===== src/rtl/keypad_if.sv =====
// Keypad scanner bus: row drive and column sense toward the keypad, plus
// the key-acceptance pulses and the latched digit toward the consumer.
//
// Signalling contract: there is no valid/ready handshake on this bus. Each
// keydown_* output is a one-cycle strobe that the consumer must sample in
// the cycle it is high; it is never held or retried, and at most one strobe
// is high in any cycle. num is a level that changes only in the same cycle
// as a keydown_num strobe. dbg_state mirrors the debounce FSM state.
interface keypad_if;
  logic [3:0] col;
  logic [3:0] row;
  logic       keydown_num;
  logic       keydown_start;
  logic       keydown_clear;
  logic       keydown_confirm;
  logic [3:0] num;
  logic [1:0] dbg_state;

  // Scanner side.
  modport master (
    input  col,
    output row,
    output keydown_num,
    output keydown_start,
    output keydown_clear,
    output keydown_confirm,
    output num,
    output dbg_state
  );

  // Keypad and consumer side.
  modport slave (
    output col,
    input  row,
    input  keydown_num,
    input  keydown_start,
    input  keydown_clear,
    input  keydown_confirm,
    input  num,
    input  dbg_state
  );
endinterface


===== src/rtl/keypad_scanner.sv =====
// 4x4 matrix keypad scanner with full-scan debouncing.
// Rows are driven low one at a time, each for SCAN_DIV cycles; the
// synchronized columns are sampled in the last cycle of each row slot. After
// every full scan the result (none / one key / several keys) feeds a
// debounce FSM that issues one acceptance pulse per press.
// Optional feature: define KEYPAD_REPEAT_EN to make a held numeric key
// re-pulse keydown_num every REPEAT_SCANS full scans.
module keypad_scanner #(
  parameter int unsigned SCAN_DIV     = 1000,
  parameter int unsigned DEBOUNCE_N   = 4,
  parameter int unsigned REPEAT_SCANS = 250
) (
  input  logic     clk,
  input  logic     rst_n,
  keypad_if.master kp
);

`ifdef KEYPAD_REPEAT_EN
  localparam bit REPEAT_ON = 1'b1;
`else
  localparam bit REPEAT_ON = 1'b0;
`endif

  localparam int unsigned SLOT_W = $clog2(SCAN_DIV);

  typedef enum logic [1:0] {
    S_IDLE        = 2'd0,
    S_PRESS_DEB   = 2'd1,
    S_HELD        = 2'd2,
    S_RELEASE_DEB = 2'd3
  } state_e;

  typedef enum logic [2:0] {
    K_NONE    = 3'd0,
    K_NUM     = 3'd1,
    K_START   = 3'd2,
    K_CLEAR   = 3'd3,
    K_CONFIRM = 3'd4
  } key_kind_e;

  // Key code is {row, col}: r0 = 1 2 3 A, r1 = 4 5 6 B, r2 = 7 8 9 C, r3 = * 0 # D.
  function automatic key_kind_e key_kind(input logic [3:0] code);
    case (code)
      4'd0, 4'd1, 4'd2, 4'd4, 4'd5, 4'd6,
      4'd8, 4'd9, 4'd10, 4'd13: key_kind = K_NUM;
      4'd3:                     key_kind = K_START;
      4'd7:                     key_kind = K_CLEAR;
      4'd11:                    key_kind = K_CONFIRM;
      default:                  key_kind = K_NONE;
    endcase
  endfunction

  function automatic logic [3:0] key_digit(input logic [3:0] code);
    case (code)
      4'd0:    key_digit = 4'd1;
      4'd1:    key_digit = 4'd2;
      4'd2:    key_digit = 4'd3;
      4'd4:    key_digit = 4'd4;
      4'd5:    key_digit = 4'd5;
      4'd6:    key_digit = 4'd6;
      4'd8:    key_digit = 4'd7;
      4'd9:    key_digit = 4'd8;
      4'd10:   key_digit = 4'd9;
      default: key_digit = 4'd0;
    endcase
  endfunction

  // Column synchronizer.
  logic [3:0] r_col_s1;
  logic [3:0] r_col_s2;

  // Scan timing.
  logic [SLOT_W-1:0] r_slot_cnt;
  logic [1:0]        r_row_idx;
  logic              w_slot_last;
  logic              w_scan_done;

  // Per-scan key accumulation (hits saturate at 2 = MULTI).
  logic [1:0] r_acc_hits;
  logic [3:0] r_acc_code;
  logic [1:0] w_row_hits;
  logic [3:0] w_row_code;
  logic [2:0] w_sum;
  logic [1:0] w_tot_hits;
  logic [3:0] w_tot_code;
  logic       w_res_valid;

  // Debounce FSM.
  state_e      r_state;
  state_e      w_next_state;
  logic [3:0]  r_cand;
  logic [3:0]  w_next_cand;
  logic [3:0]  r_deb_cnt;
  logic [3:0]  w_next_deb;
  logic [3:0]  w_deb_inc;
  logic [15:0] r_rep_cnt;
  logic [15:0] w_next_rep;
  logic [15:0] w_rep_inc;
  logic        w_same;
  logic        w_fire;
  logic [3:0]  w_fire_code;
  key_kind_e   w_fire_kind;

  // Registered outputs.
  logic       r_kd_num;
  logic       r_kd_start;
  logic       r_kd_clear;
  logic       r_kd_confirm;
  logic [3:0] r_num;

  // Two-flop synchronizer; idles high because the columns are pulled up.
  always_ff @(posedge clk or negedge rst_n) begin
    if (!rst_n) begin
      r_col_s1 <= 4'hF;
      r_col_s2 <= 4'hF;
    end else begin
      r_col_s1 <= kp.col;
      r_col_s2 <= r_col_s1;
    end
  end

  assign w_slot_last = (r_slot_cnt == SLOT_W'(SCAN_DIV - 1));
  assign w_scan_done = w_slot_last && (r_row_idx == 2'd3);

  // Free-running slot counter and row pointer; never stalled by the FSM.
  always_ff @(posedge clk or negedge rst_n) begin
    if (!rst_n) begin
      r_slot_cnt <= '0;
      r_row_idx  <= 2'd0;
    end else if (w_slot_last) begin
      r_slot_cnt <= '0;
      r_row_idx  <= r_row_idx + 2'd1;
    end else begin
      r_slot_cnt <= r_slot_cnt + SLOT_W'(1);
    end
  end

  assign kp.row = ~(4'b0001 << r_row_idx);

  // Count low columns of the current row and remember the last one found.
  always_comb begin
    w_row_hits = 2'd0;
    w_row_code = {r_row_idx, 2'b00};
    for (int c = 0; c < 4; c++) begin
      if (!r_col_s2[c]) begin
        if (w_row_hits != 2'd2) w_row_hits = w_row_hits + 2'd1;
        w_row_code = {r_row_idx, 2'(c)};
      end
    end
  end

  assign w_sum       = {1'b0, r_acc_hits} + {1'b0, w_row_hits};
  assign w_tot_hits  = (w_sum >= 3'd2) ? 2'd2 : w_sum[1:0];
  assign w_tot_code  = (w_row_hits != 2'd0) ? w_row_code : r_acc_code;
  assign w_res_valid = w_scan_done && (w_tot_hits == 2'd1);

  // Accumulate row samples across one scan; clear when the scan completes.
  always_ff @(posedge clk or negedge rst_n) begin
    if (!rst_n) begin
      r_acc_hits <= 2'd0;
      r_acc_code <= 4'd0;
    end else if (w_scan_done) begin
      r_acc_hits <= 2'd0;
      r_acc_code <= 4'd0;
    end else if (w_slot_last) begin
      r_acc_hits <= w_tot_hits;
      r_acc_code <= w_tot_code;
    end
  end

  assign w_same    = w_res_valid && (w_tot_code == r_cand);
  assign w_deb_inc = r_deb_cnt + 4'd1;
  assign w_rep_inc = r_rep_cnt + 16'd1;

  // Debounce FSM state register.
  always_ff @(posedge clk or negedge rst_n) begin
    if (!rst_n) begin
      r_state   <= S_IDLE;
      r_cand    <= 4'd0;
      r_deb_cnt <= 4'd0;
      r_rep_cnt <= 16'd0;
    end else begin
      r_state   <= w_next_state;
      r_cand    <= w_next_cand;
      r_deb_cnt <= w_next_deb;
      r_rep_cnt <= w_next_rep;
    end
  end

  // Next state: evaluated only on the cycle that completes a full scan.
  // MULTI (hits = 2) never sets w_res_valid, so it behaves like NONE.
  always_comb begin
    w_next_state = r_state;
    w_next_cand  = r_cand;
    w_next_deb   = r_deb_cnt;
    w_next_rep   = r_rep_cnt;
    w_fire       = 1'b0;
    w_fire_code  = r_cand;
    if (w_scan_done) begin
      case (r_state)
        S_IDLE: begin
          if (w_res_valid) begin
            w_next_cand = w_tot_code;
            w_fire_code = w_tot_code;
            if (DEBOUNCE_N <= 1) begin
              w_next_state = S_HELD;
              w_next_deb   = 4'd0;
              w_next_rep   = 16'd0;
              w_fire       = 1'b1;
            end else begin
              w_next_state = S_PRESS_DEB;
              w_next_deb   = 4'd1;
            end
          end
        end
        S_PRESS_DEB: begin
          if (w_same) begin
            if (w_deb_inc >= 4'(DEBOUNCE_N)) begin
              w_next_state = S_HELD;
              w_next_deb   = 4'd0;
              w_next_rep   = 16'd0;
              w_fire       = 1'b1;
            end else begin
              w_next_deb = w_deb_inc;
            end
          end else begin
            // A different key or no key restarts from IDLE on the next scan.
            w_next_state = S_IDLE;
            w_next_deb   = 4'd0;
          end
        end
        S_HELD: begin
          if (w_same) begin
            if (REPEAT_ON && (key_kind(r_cand) == K_NUM)) begin
              if (w_rep_inc >= 16'(REPEAT_SCANS)) begin
                w_next_rep = 16'd0;
                w_fire     = 1'b1;
              end else begin
                w_next_rep = w_rep_inc;
              end
            end
          end else if (DEBOUNCE_N <= 1) begin
            w_next_state = S_IDLE;
            w_next_deb   = 4'd0;
          end else begin
            w_next_state = S_RELEASE_DEB;
            w_next_deb   = 4'd1;
          end
        end
        S_RELEASE_DEB: begin
          if (w_same) begin
            w_next_state = S_HELD;
            w_next_deb   = 4'd0;
            w_next_rep   = 16'd0;
          end else if (w_deb_inc >= 4'(DEBOUNCE_N)) begin
            w_next_state = S_IDLE;
            w_next_deb   = 4'd0;
          end else begin
            w_next_deb = w_deb_inc;
          end
        end
        default: begin
          w_next_state = S_IDLE;
          w_next_deb   = 4'd0;
        end
      endcase
    end
  end

  assign w_fire_kind = key_kind(w_fire_code);

  // Acceptance strobes and latched digit, one cycle after the deciding sample.
  always_ff @(posedge clk or negedge rst_n) begin
    if (!rst_n) begin
      r_kd_num     <= 1'b0;
      r_kd_start   <= 1'b0;
      r_kd_clear   <= 1'b0;
      r_kd_confirm <= 1'b0;
      r_num        <= 4'd0;
    end else begin
      r_kd_num     <= w_fire && (w_fire_kind == K_NUM);
      r_kd_start   <= w_fire && (w_fire_kind == K_START);
      r_kd_clear   <= w_fire && (w_fire_kind == K_CLEAR);
      r_kd_confirm <= w_fire && (w_fire_kind == K_CONFIRM);
      if (w_fire && (w_fire_kind == K_NUM)) r_num <= key_digit(w_fire_code);
    end
  end

  assign kp.keydown_num     = r_kd_num;
  assign kp.keydown_start   = r_kd_start;
  assign kp.keydown_clear   = r_kd_clear;
  assign kp.keydown_confirm = r_kd_confirm;
  assign kp.num             = r_num;
  assign kp.dbg_state       = r_state;

endmodule

===== src/flat_wrapper.sv =====
// flat-port wrapper written by rule: the top's interface ports become plain ports
module keypad_scanner_flat 
#(
  parameter int unsigned SCAN_DIV     = 1000,
  parameter int unsigned DEBOUNCE_N   = 4,
  parameter int unsigned REPEAT_SCANS = 250
)
  (clk, rst_n, kp_col, kp_row, kp_keydown_num, kp_keydown_start, kp_keydown_clear, kp_keydown_confirm, kp_num, kp_dbg_state);
  keypad_if kp_i ();
  input  logic clk;
  input  logic rst_n;
  input wire logic [$bits(kp_i.col)-1:0] kp_col;
  output wire logic [$bits(kp_i.row)-1:0] kp_row;
  output wire logic [$bits(kp_i.keydown_num)-1:0] kp_keydown_num;
  output wire logic [$bits(kp_i.keydown_start)-1:0] kp_keydown_start;
  output wire logic [$bits(kp_i.keydown_clear)-1:0] kp_keydown_clear;
  output wire logic [$bits(kp_i.keydown_confirm)-1:0] kp_keydown_confirm;
  output wire logic [$bits(kp_i.num)-1:0] kp_num;
  output wire logic [$bits(kp_i.dbg_state)-1:0] kp_dbg_state;
  assign kp_i.col = kp_col;
  assign kp_row = kp_i.row;
  assign kp_keydown_num = kp_i.keydown_num;
  assign kp_keydown_start = kp_i.keydown_start;
  assign kp_keydown_clear = kp_i.keydown_clear;
  assign kp_keydown_confirm = kp_i.keydown_confirm;
  assign kp_num = kp_i.num;
  assign kp_dbg_state = kp_i.dbg_state;
  keypad_scanner #(.SCAN_DIV(SCAN_DIV), .DEBOUNCE_N(DEBOUNCE_N), .REPEAT_SCANS(REPEAT_SCANS)) u_core (.clk(clk), .rst_n(rst_n), .kp(kp_i));
endmodule

===== config.mk =====
export PLATFORM = sky130hd
export DESIGN_NAME = keypad_scanner_flat
export DESIGN_NICKNAME = d
export VERILOG_FILES = /design/src/rtl/keypad_if.sv /design/src/rtl/keypad_scanner.sv /design/src/flat_wrapper.sv
export SDC_FILE = /design/constraint.sdc
export NUM_CORES = 1
export LEC_CHECK = 0
export CORE_MARGIN = 8
export CORE_UTILIZATION = 35
export CTS_CLUSTER_SIZE = 16
export DETAILED_ROUTE_END_ITERATION = 6
export PLACE_DENSITY_LB_ADDON = 0.08
export SLEW_MARGIN = 30
export SYNTH_ARGS = -nofsm -noshare
export SYNTH_HDL_FRONTEND = slang
export SYNTH_SLANG_ARGS = --single-unit

===== constraint.sdc =====
create_clock -name clk -period 4.87 [get_ports clk]
set_input_delay 0.974 -clock clk [delete_from_list [all_inputs] [get_ports clk]]
set_output_delay 0.974 -clock clk [all_outputs]
set_load 0.005 [all_outputs]

==> impl_metrics.json <==
{
  "outcome": "finished clean",
  "critical_path.endpoint_type": "register",
  "num_vias": 1693,
  "worstReg2RegEnd": "u_core.kp.num[3]$_DFFE_PN0P_",
  "synthArstFlopShare_pct": 100.0,
  "area_delta_synth_final_pct": 14.60,
  "die_h_um": 100.6,
  "r2r_start": "u_core.r_col_s2[0]$_DFF_PN1_",
  "use_met2_pct": 16.15,
  "holdPathStages": 0,
  "first_iter_violations": 81,
  "rsz0062_at_grt": "no",
  "crit_required_ps": 5050,
  "synth_ff_type": "dfrtp_1",
  "grt_pass1_vias": 1680,
  "die_w_um": 100.6,
  "cts_resized": 0,
  "min_from": "u_core.r_col_s1[2]$_DFF_PN1_",
  "nFillCells": 704,
  "ctsRootBufferMaster": "clkbuf_8",
  "final_nets": 275,
  "rrSetupSlack_ps": 380,
  "dp_hpwl_um": 3686,
  "worstSkewPairLatency_ps": 290,
  "cts_inserted_buffers": 5,
  "ys_ff_latch": 44,
  "hold_viol": 0,
  "vdd_ir_drop_max_mv": 0.1558,
  "synth-edff-count": 0,
  "fmax_mhz": 222.7,
  "ys_types": 59,
  "post-route-drc-count": 0,
  "tns_ps": 0,
  "drtAntennaViolNets": 0,
  "period_needed_ps": 4490,
  "post_cts_buffers": 0,
  "io_pins": 20,
  "ys_warn_count": 0,
  "hold_end": "u_core.r_col_s2[2]$_DFF_PN1_",
  "fp.coreArea_sq_um": 7098,
  "synth.avg_cell_area_sq_um": 10.69,
  "vias_per_cell": 4.782,
  "met1_usage_pct": 14.82,
  "htreeDepth": 2,
  "tightestPinTransition_ps": 580.9,
  "wl_um": 5049,
  "grt_first_pass_wirelength_um": 8507,
  "power.density_nw_per_um2": 232.0,
  "p_leak_uw": 0.001181,
  "grt_usage_pct": 10.83,
  "gp_congestion": 0.8338,
  "grt_max_degree": 45,
  "yosysSeqAreaShare_pct": 44.40,
  "antenna_found_initial": 0,
  "syn_inst": 234,
  "path_max_fanout": 10,
  "firstDrtPassIters": 4,
  "hold_buffers": 0,
  "path_class": "register to register",
  "dieArea_sq_um": 10110,
  "rows": 31,
  "start_util_pct": 35.25,
  "wire_per_inst_um": 14.26,
  "holdCritPathClass": "register to register",
  "clkTransAtPathRegs_ps": 90,
  "clock-skew-final_ps": 4.747,
  "cp-start-kind": "register",
  "busiest_layer": "met2",
  "use_met3_pct": 2.970,
  "cts_sinks": 44,
  "grt_overflow_total": 0,
  "antennaDiodeCount": 0,
  "tritoncts": "yes",
  "relSlewSlack_pct": 61.28,
  "setup_viol": 0,
  "cts_max_path_buffers": 2,
  "fin_crit_sh_pct": 92.20,
  "layout-drive-gt1-share_pct": 16.47,
  "synth_fp_nets": 255,
  "netlist_area_sq_um": 2502,
  "cap_violations": 0,
  "cp.arrival_ps": 4670,
  "mostFrequentLayoutCell": "dfrtp_1",
  "drv_slew": 0,
  "port-buffer-count": 19,
  "utilization_pct": 40.40,
  "rr_worst_depth": 15,
  "final_cell_mix": "dfrtp_1, inv_1, nand2_1, clkdlybuf4s50_1, nor2_1"
}
## worst max-delay path, cell delays in order (launching register included)
cell and delay (ps):
dfstp_2 530, inv_1 40, ha_1 370, a21oi_1 230
ha_1 250, nor2_1 50, a21oi_1 140, ha_1 160
inv_1 50, fa_1 560, and4_1 280, nand4_4 190
o21ai_1 410, mux2_4 370, a211oi_4 400, mux2_4 340
## sequential cells by signal, indices dropped and copies added, names as in the netlist, 4 cells and up, named ones only
name               flops
u_core.r_slot_cnt     10
u_core.r_acc_code      4
u_core.r_deb_cnt       4
u_core.r_col_s1        4
u_core.r_col_s2        4
u_core.kp.num          4
u_core.r_cand          4
## cell type report
type | instances | area [sq um] | area share (%)
Tap cell | 99 | 123.9 | 4.319
Clock buffer | 7 | 86.33 | 3.010
Clock inverter | 1 | 7.507 | 0.2618
Inverter | 19 | 73.82 | 2.574
Multi-Input combinational cell | 165 | 1277 | 44.55
Sequential cell | 44 | 1111 | 38.74
Timing Repair Buffer | 19 | 187.7 | 6.545
## cell usage after synthesis (2+ instances only)
cell      number  area (sq um)
dfrtp_1       36         900.9
inv_1         18         67.56
nand2_1       18         67.56
nor2_1        15         56.30
ha_1          14         175.2
o21ai_0       13         65.06
nand3_1       11         55.05
dfstp_2        8         210.2
xnor2_1        6         52.55
mux2_4         5         75.07
nor3_1         5         25.02
xor2_1         5         43.79
a21oi_1        4         20.02
and2_1         4         25.02
and3_1         4         25.02
nand2b_1       4         25.02
o31ai_1        4         30.03
a22oi_1        3         22.52
a31oi_1        3         18.77
o211ai_1       3         22.52
a211oi_2       2         25.02
a21oi_2        2         17.52
and4bb_2       2         25.02
buf_2          2         10.01
buf_6          2         22.52
clkbuf_1       2         7.510
nand4_4        2         42.54
nor2b_1        2         12.51
o21ai_2        2         17.52
or3_1          2         12.51
or4_1          2         15.01
xor2_2         2         32.53
## per-layer routing
metal | share of wire [%] | vias up | wire length [um]
met5 | 0 | - | 0
li1 | - | 873 | -
met4 | 0.57 | 0 | 29
met2 | 44 | 18 | 2206
met3 | 2.8 | 2 | 143
met1 | 53 | 800 | 2669
## power breakdown
part / switching [uW] / leakage, uW / total [uW] / internal, uW
Sequential: 2.90 / 0.000573 / 374 / 371
Combinational: 31.5 / 0.000564 / 51.5 / 20.0
Clock: 124 / 0.0000445 / 240 / 115
## stage by stage
step	area (sq um)	hold WS (ps)	power (uW)	setup WS (ps)	cells
after global routing	2868	362.6	701.5	48.24	354
after floorplan	2502	345.2	417.6	727.7	234
after detailed placement	2774	347.5	433.7	388.5	346
after CTS	2868	360.6	682.6	355.9	354
final	2868	358.8	665.2	379.9	354
after global placement	2771	346.2	433.3	405.7	346
## cells by family after synthesis
logic type / synth area share, %
AO/OA/AOI/OAI: 14.20
XOR/XNOR: 5.150
adder cells (fa/ha/maj): 7.800
buffers and inverters: 4.550
flip-flops: 44.40
multiplexers: 3.850
AND/OR/NAND/NOR: 20.05
## worst max path at each step
stage          cells past startpoint                            to                         start
2_1_floorplan                     13  u_core.kp.num[0]$_DFFE_PN0P_  u_core.r_col_s2[1]$_DFF_PN1_
3_3_place_gp                      15  u_core.kp.num[1]$_DFFE_PN0P_  u_core.r_col_s2[0]$_DFF_PN1_
3_5_place_dp                      15  u_core.kp.num[0]$_DFFE_PN0P_  u_core.r_col_s2[0]$_DFF_PN1_
4_1_cts                           15  u_core.kp.num[3]$_DFFE_PN0P_  u_core.r_col_s2[0]$_DFF_PN1_
5_1_grt                           18  u_core.kp.num[1]$_DFFE_PN0P_  u_core.r_col_s2[1]$_DFF_PN1_
6_report                          15  u_core.kp.num[3]$_DFFE_PN0P_  u_core.r_col_s2[0]$_DFF_PN1_
No activity file was read; power rests on OpenSTA's default activity.
